$ cat config.mk
export PLATFORM = sky130hd
export DESIGN_NAME = wb_crossbar_master_port
export DESIGN_NICKNAME = d
export VERILOG_FILES = /design/src/rtl/wb_crossbar_master_port.sv
export SDC_FILE = /design/constraint.sdc
export NUM_CORES = 1
export LEC_CHECK = 0
export BUFFER_PORTS_ARGS = -buffer_cell sky130_fd_sc_hd__buf_2
export CAP_MARGIN = 20
export CORE_AREA = 2 2 98 100
export DETAILED_ROUTE_END_ITERATION = 16
export DIE_AREA = 0 0 100 102
export GPL_ROUTABILITY_DRIVEN = 0
export PLACE_DENSITY = 0.6
export SYNTH_ARGS = -nofsm -noshare
export SYNTH_HDL_FRONTEND = slang
export SYNTH_SLANG_ARGS = --single-unit
$ cat constraint.sdc
create_clock -name i_clk -period 2.77 [get_ports i_clk]
set_input_delay 0.554 -clock i_clk [delete_from_list [all_inputs] [get_ports i_clk]]
set_output_delay 0.554 -clock i_clk [all_outputs]
set_load 0.05 [all_outputs]
$ cat src/rtl/wb_crossbar_master_port.sv
// Per-master front end of the Wishbone crossbar: decodes the master address,
// requests the target slave from the arbiter, routes classic cycles once
// granted, and generates decode-error and timeout responses.
module wb_crossbar_master_port #(
  parameter int unsigned               NS         = 2,
  parameter int unsigned               AW         = 32,
  parameter int unsigned               DW         = 32,
  parameter logic [NS-1:0][AW-1:0]     SLAVE_BASE = '0,
  parameter logic [NS-1:0][AW-1:0]     SLAVE_MASK = '0,
  parameter int unsigned               TIMEOUT    = 255
) (
  input  logic                   i_clk,
  input  logic                   i_rst,
  input  logic                   i_m_cyc,
  input  logic                   i_m_stb,
  input  logic                   i_m_we,
  input  logic [AW-1:0]          i_m_adr,
  input  logic [DW-1:0]          i_m_dat,
  input  logic [DW/8-1:0]        i_m_sel,
  output logic                   o_m_ack,
  output logic                   o_m_err,
  output logic [DW-1:0]          o_m_dat,
  output logic [NS-1:0]          o_requested,
  output logic [NS-1:0]          o_allocated,
  output logic                   o_m_allocated,
  input  logic [NS-1:0]          i_granted,
  output logic [NS-1:0]          o_s_cyc,
  output logic [NS-1:0]          o_s_stb,
  output logic                   o_s_we,
  output logic [AW-1:0]          o_s_adr,
  output logic [DW-1:0]          o_s_dat,
  output logic [DW/8-1:0]        o_s_sel,
  input  logic [NS-1:0]          i_s_ack,
  input  logic [NS-1:0]          i_s_err,
  input  logic [NS-1:0][DW-1:0]  i_s_dat
);

  localparam int unsigned SW = (NS > 1) ? $clog2(NS) : 1;
  localparam int unsigned CW = $clog2(TIMEOUT + 1);

  // Reject unusable parameterisations at elaboration
  if (NS < 1) begin : g_chk_ns
    $error("wb_crossbar_master_port: NS must be at least 1");
  end
  if ((DW == 0) || ((DW % 8) != 0)) begin : g_chk_dw
    $error("wb_crossbar_master_port: DW must be a non-zero multiple of 8");
  end
  if (TIMEOUT < 1) begin : g_chk_to
    $error("wb_crossbar_master_port: TIMEOUT must be at least 1");
  end

  typedef enum logic [1:0] {
    S_IDLE,
    S_REQUEST,
    S_OWN,
    S_ERR
  } state_e;

  state_e        state_q, state_d;
  logic [SW-1:0] r_sel_q, r_sel_d;
  logic [CW-1:0] cnt_q, cnt_d;
  logic          err_pend_q, err_pend_d;

  logic          hit_any;
  logic [SW-1:0] tgt;
  logic          sel_ok;
  logic          timeout_hit;
  logic          m_err;

  // Address decode; the lowest-indexed matching slave wins
  always_comb begin
    hit_any = 1'b0;
    tgt     = '0;
    for (int unsigned s = 0; s < NS; s++) begin
      if (!hit_any && ((i_m_adr & SLAVE_MASK[s]) == SLAVE_BASE[s])) begin
        hit_any = 1'b1;
        tgt     = SW'(s);
      end
    end
  end

  // State register, latched target, timeout counter and deferred error flag
  always_ff @(posedge i_clk or posedge i_rst) begin
    if (i_rst) begin
      state_q    <= S_IDLE;
      r_sel_q    <= '0;
      cnt_q      <= '0;
      err_pend_q <= 1'b0;
    end else begin
      state_q    <= state_d;
      r_sel_q    <= r_sel_d;
      cnt_q      <= cnt_d;
      err_pend_q <= err_pend_d;
    end
  end

  // Next-state and routing; all outputs are decoded from state and live inputs
  always_comb begin
    state_d       = state_q;
    r_sel_d       = r_sel_q;
    cnt_d         = '0;
    err_pend_d    = 1'b0;
    sel_ok        = hit_any && (tgt == r_sel_q);
    timeout_hit   = (state_q == S_OWN) && (cnt_q == CW'(TIMEOUT));
    m_err         = 1'b0;
    o_m_ack       = 1'b0;
    o_m_err       = 1'b0;
    o_m_dat       = '0;
    o_requested   = '0;
    o_allocated   = '0;
    o_m_allocated = 1'b0;
    o_s_cyc       = '0;
    o_s_stb       = '0;
    o_s_we        = 1'b0;
    o_s_adr       = '0;
    o_s_dat       = '0;
    o_s_sel       = '0;

    case (state_q)
      S_IDLE: begin
        if (i_m_cyc && i_m_stb) begin
          if (hit_any) begin
            r_sel_d = tgt;
            state_d = S_REQUEST;
          end else begin
            state_d = S_ERR;
          end
        end
      end

      S_REQUEST: begin
        o_requested[r_sel_q] = 1'b1;
        if (!i_m_cyc) begin
          state_d = S_IDLE;
        end else if (i_granted[r_sel_q]) begin
          state_d = S_OWN;
        end
      end

      S_OWN: begin
        // Request stays up: the arbiter keeps the grant only while requested && allocated
        o_requested[r_sel_q] = 1'b1;
        o_allocated[r_sel_q] = 1'b1;
        o_m_allocated        = 1'b1;
        o_s_cyc[r_sel_q]     = i_m_cyc;
        o_s_stb[r_sel_q]     = i_m_stb && sel_ok && !timeout_hit;
        o_s_we               = i_m_we;
        o_s_adr              = i_m_adr;
        o_s_dat              = i_m_dat;
        o_s_sel              = i_m_sel;
        m_err                = i_s_err[r_sel_q] || err_pend_q || timeout_hit;
        o_m_err              = m_err;
        o_m_ack              = i_s_ack[r_sel_q] && !m_err;
        o_m_dat              = i_s_dat[r_sel_q];
        // A strobe to a slave we do not own is answered with an error next cycle
        err_pend_d           = i_m_cyc && i_m_stb && !sel_ok && !err_pend_q;
        if (i_m_stb && !i_s_ack[r_sel_q] && !m_err) begin
          cnt_d = cnt_q + CW'(1);
        end
        if (!i_m_cyc) begin
          state_d    = S_IDLE;
          cnt_d      = '0;
          err_pend_d = 1'b0;
        end
      end

      S_ERR: begin
        o_m_err = 1'b1;
        state_d = S_IDLE;
      end

      default: begin
        state_d = S_IDLE;
      end
    endcase
  end

endmodule

==> results of run 1 <==
[state kept, by name, summed over array words and instances (netlist names)]
name	count
cnt_q	8
state_q	2
[critical path, cell delays in order, from the launching register on]
cell and delay (ps):
dfrtp_1 410, inv_1 110, ha_2 380, nand4_1 210
o21ai_0 260, a21o_1 150, buf_2 250
[logic make-up (layout without fill, tap and decap cells)]
group | count (synthesis) | count (layout) | synth area share
AND/OR/NAND/NOR | 122 | 122 | 0.564
buffers and inverters | 24 | 227 | 0.0840
AO/OA/AOI/OAI | 13 | 13 | 0.0725
flip-flops | 10 | 10 | 0.191
adder cells (fa/ha/maj) | 6 | 6 | 0.0573
XOR/XNOR | 3 | 3 | 0.0200
other | 1 | 4 | 0.00286
multiplexers | 1 | 1 | 0.00859
[worst min path at each step]
stage	startpoint	to	slack [ps]
final	i_rst	cnt_q[4]	310
after global routing	i_rst	state_q[0]	340
after CTS	i_rst	cnt_q[4]	310
after detailed placement	cnt_q[0]	cnt_q[0]	480
after global placement	cnt_q[0]	cnt_q[0]	470
after floorplan	i_rst	cnt_q[0]	390
[cell usage after synthesis, types with 2 or more instances]
library cell | instances | share of area
and2_1 | 103 | 0.49
clkbuf_1 | 11 | 0.031
dfrtp_1 | 10 | 0.19
inv_1 | 7 | 0.020
ha_1 | 6 | 0.057
nor2_1 | 6 | 0.017
buf_4 | 5 | 0.029
a21oi_1 | 3 | 0.011
nand3_1 | 3 | 0.011
o21ai_0 | 3 | 0.011
nand2_1 | 2 | 0.0057
nand4_1 | 2 | 0.0095
or3_1 | 2 | 0.0095
xor2_1 | 2 | 0.013
[area by class of cell]
cell class                      count  area [µm²]
Fill cell                         973        6580
Timing Repair Buffer              216        1100
Multi-Input combinational cell    149         965
Sequential cell                    10         250
Tap cell                          111         139
Clock buffer                        4        55.1
Inverter                            7        26.3
[report_power, final]
group          leakage (µW)  total, µW  switching, µW  internal, µW
Clock             0.0000288        181           56.5           125
Combinational       0.00145       1750           1330           418
Sequential         0.000137        175           14.5           160
Total               0.00162       2110           1400           703
[per-layer routing]
layer	vias to the layer above	share of wire	global-route usage
met5	-	0	0
met4	0	0.0022	0.0126
met3	2	0.073	0.0239
met2	86	0.48	0.146
met1	806	0.45	0.137
li1	965	-	-
[metrics by stage]
stage	power, µW	utilization	hold slack [ps]	instances
detailed placement	1940	0.272	483	493
global placement	1940	0.272	472	493
floorplan	1550	-	394	183
CTS	2130	0.278	311	497
finish	2110	0.278	306	497
global route	2220	0.278	337	497
==> reports/results.txt, run 1 <==
Grt ovf: 0
PostCTS Resize Cnt: 0
Synthesized instance count: 180
Most frequent cells in the layout: 215 x buf_2, 103 x and2_1, 10 x dfrtp_1
Setup TNS: 0 ps
H-tree Lvls: 1
Asr flop ratio synth: 1.00
Mean Syn Cell Area: 7.28 µm²
Initial DRT Pass Iterations: 4
DP Worst Slack: 453 ps
Vias post-DR: 1859
Hold buffer count at cts: 0
Max IR drop VDD: 0.244 mV
Vias per cell: 3.74
Most common cell after layout, fill and taps aside: buf_2
Final instance area: 0.00253 mm²
Die W: 100 µm
Vias in the first global route: 1593
WL final: 5910 µm
Status: completed
RSZ-0062 raised after global routing: no
Clock slew at reported path FFs: 50 ps
Number of max-capacitance violations reported: 0
Clock root buffer: clkbuf_8
Min cycle time layout: 2570 ps
TritonCTS buffer count: 3
PD cells: 833 mW/mm²
R2R depth: 5
Global-route wire length before repair: 7800 µm
Quantity of I/O buffers inserted on ports: 215
Rows: 35
N_diodes: 0
Clk sinks: 10
Starting Density: 0.144
DIE HEIGHT: 102 µm
Final net count: 536
Antenna viol nets, final: 0
Post-placement cell area: 0.00248 mm²
Final Hold Viols: 0
Die Footprint: 0.0102 mm²
Ports: 255
CORE AREA: 0.00911 mm²
DRC: 0
Leakage Power: 0.00162 µW
Top FF cell, synth: dfrtp_1
Synthesized flop and latch total: 10
DPL Wire Length: 5110 µm
Netlist cell types: 29
Layout cell share with drive strength beyond 1: 0.580
Largest net degree at the start of global routing: 92
Fin. max-slew vios: 0
Post-CTS Setup Bufs: 0
R2r startpoint: state_q[0]
GRT Util Overall: 0.0947
Flop2flop setup slack: 1000 ps
Post-synth EDFFs: 0
Skew final: 1.48 ps
Ys Warns: 0
Fin crit share: 0.927
Max FO, Critical Path: 18
WL per Instance: 11.9 µm
R2r endpoint: cnt_q[7]
CP endpoint: o_m_err
Critical Path Sink Type: primary output
CTS tree: built
Starting DRT DRC Count: 59
Fin worst setup slack: 202 ps
Worst hold path class: input pin to asynchronous set/reset pin
Register area share after synthesis: 0.191
Fmax: 389 MHz
Initial antenna violation count: 0
Critical path type: flop to primary output
Clk_lat worst skew: 230 ps
Crit path launch type: flop
Cell Area, Synth: 0.00131 mm²
Area Overhead vs Synth: 93.0%
Maximum clock insertion buffer count: 2
Setup-failing EPs final: 0
Worst path required time: 2220 ps
Critical Path Start: state_q[0]
CP arrival: 2010 ps
(Power assumes the default switching activity.)
==> run 2: changes to the inputs <==
PLACE_DENSITY = 0.49   (was 0.6)
==> run 2 against run 1 <==
Non-clock buffer count unchanged; routed wire length is 1.0% lower; count of clock-buffer cells in the layout is the same; power is essentially flat; core utilization did not move; combinational power barely moved; global-route usage is 0.28 points higher; largest power group unchanged; worst hold slack got worse by 14 ps; largest cell class unchanged; sequential power hardly changed; first-iteration DRC count decreased by 69%; highest routed layer unchanged.
==> reports/results.txt, run 2 (same netlist as run 1, synthesis figures left out) <==
TritonCTS buffer count: 3 (unchanged)
Skew final: 2.68 ps (+1.19 ps)
Rows: 35 (unchanged)
Antenna viol nets, final: 0 (unchanged)
WL final: 5850 µm (-1.0%)
N_diodes: 0 (unchanged)
Crit path launch type: flop
Number of max-capacitance violations reported: 0 (unchanged)
Ports: 255 (unchanged)
Critical Path Sink Type: primary output
GRT Util Overall: 0.0975 (+0.00278)
Post-CTS Setup Bufs: 0 (unchanged)
Vias per cell: 3.72 (-0.48%)
Clk_lat worst skew: 230 ps (about the same)
Biggest regs: cnt_q (8), state_q (2)
Final net count: 536 (unchanged)
CTS tree: built
Hold buffer count at cts: 0 (unchanged)
Die Footprint: 0.0102 mm² (unchanged)
DRC: 0 (unchanged)
Vias in the first global route: 1605 (+0.75%)
Leakage Power: 0.00162 µW (unchanged)
Initial antenna violation count: 0 (unchanged)
Clk sinks: 10 (unchanged)
Setup-failing EPs final: 0 (unchanged)
Max FO, Critical Path: 4 (-14)
Post-route insts no fill: 497 (unchanged)
Fmax: 409 MHz (+5.1%)
Starting Density: 0.144 (unchanged)
PostCTS Resize Cnt: 0 (unchanged)
Initial DRT Pass Iterations: 2 (-2)
Max FFs per register: 8 (unchanged)
WL per Instance: 11.8 µm (-1.0%)
Filler Cell Count: 1013 (+4.1%)
Global-route wire length before repair: 8030 µm (+2.9%)
DIE HEIGHT: 102 µm (unchanged)
Biggest register: cnt_q
Fin crit share: 0.882 (-0.0454)
DPL Wire Length: 4970 µm (-2.7%)
Worst hold path class: input pin to asynchronous set/reset pin
Most frequent cells in the layout: 215 x buf_2, 103 x and2_1, 10 x dfrtp_1
Clock root buffer: clkbuf_8
Layout cell share with drive strength beyond 1: 0.580 (unchanged)
Status: completed
Critical path type: flop to primary output
Fin. max-slew vios: 0 (unchanged)
Clock slew at reported path FFs: 50 ps (about the same)
Min cycle time layout: 2440 ps (-126 ps)
Grt ovf: 0 (unchanged)
Dpl cells: 493 (unchanged)
Max IR drop VDD: 0.434 mV (+78%)
Vias post-DR: 1850 (-0.48%)
CORE AREA: 0.00911 mm² (unchanged)
Largest net degree at the start of global routing: 108 (+17%)
Worst path required time: 2220 ps (about the same)
Quantity of I/O buffers inserted on ports: 215 (unchanged)
Starting DRT DRC Count: 18 (-69%)
Maximum clock insertion buffer count: 2 (unchanged)
PD cells: 833 mW/mm² (about the same)
CP arrival: 1890 ps (-120 ps)
DP Worst Slack: 555 ps (+101 ps)
Setup TNS: 0 ps (unchanged)
H-tree Lvls: 1 (unchanged)
Die W: 100 µm (unchanged)
Area Overhead vs Synth: 93.0% (unchanged)
Final Hold Viols: 0 (unchanged)
Most common cell after layout, fill and taps aside: buf_2
RSZ-0062 raised after global routing: no
Fin worst setup slack: 328 ps (+126 ps)
==> run 2: cell counts in the layout (fill, tap and decap cells not counted) <==
Identical to the previous run, type by type.
==> run 2: final timing paths <==
kind	depth (start not counted)	slack, ps	startpoint	end
max	6	330	state_q[0]	o_m_err
min	2	290	i_rst	state_q[1]
max reg2reg	6	890	state_q[0]	cnt_q[7]
min reg2reg	1	480	cnt_q[0]	cnt_q[0]
max in group asynchronous	2	2200	i_rst	cnt_q[5]
min in group i_clk	1	480	cnt_q[0]	cnt_q[0]
==> run 2: layout make-up <==
| type | count | area (µm²) | area share |
|---|---|---|---|
| Timing Repair Buffer | 216 | 1100 | 0.433 |
| Multi-Input combinational cell | 149 | 965 | 0.381 |
| Sequential cell | 10 | 250 | 0.0989 |
| Tap cell | 111 | 139 | 0.0549 |
| Clock buffer | 4 | 55.1 | 0.0217 |
| Inverter | 7 | 26.3 | 0.0104 |
==> run 2: worst max-delay path, cell delays in order, from the launching register on <==
cell and delay, ps:
dfrtp_1 410, inv_1 130, ha_2 220, nand4_1 150
o21ai_0 330, a21o_1 160, buf_2 250
==> run 2: per-stage QoR <==
| stage | instance area (µm²) | hold WS (ps) | power (µW) | utilization |
|---|---|---|---|---|
| after floorplan | 1320 | 394 | 1550 | - |
| after global placement | 2480 | 477 | 1940 | 0.272 |
| after detailed placement | 2480 | 480 | 1950 | 0.272 |
| after CTS | 2530 | 307 | 2130 | 0.278 |
| after global routing | 2530 | 337 | 2230 | 0.278 |
| final | 2530 | 292 | 2110 | 0.278 |
==> run 2: metal layers <==
metal / track usage / share of wire
met1: 0.117 / 0.39
met2: 0.185 / 0.53
met3: 0.0130 / 0.071
met4: 0.0232 / 0.012
met5: 0 / 0
==> run 2: power by group <==
part           leakage [µW]  internal [µW]  switching [µW]  total, µW
clock network     0.0000288            125            55.0        180
logic               0.00145            416            1330       1750
registers          0.000137            160            16.9        177
total               0.00162            701            1410       2110
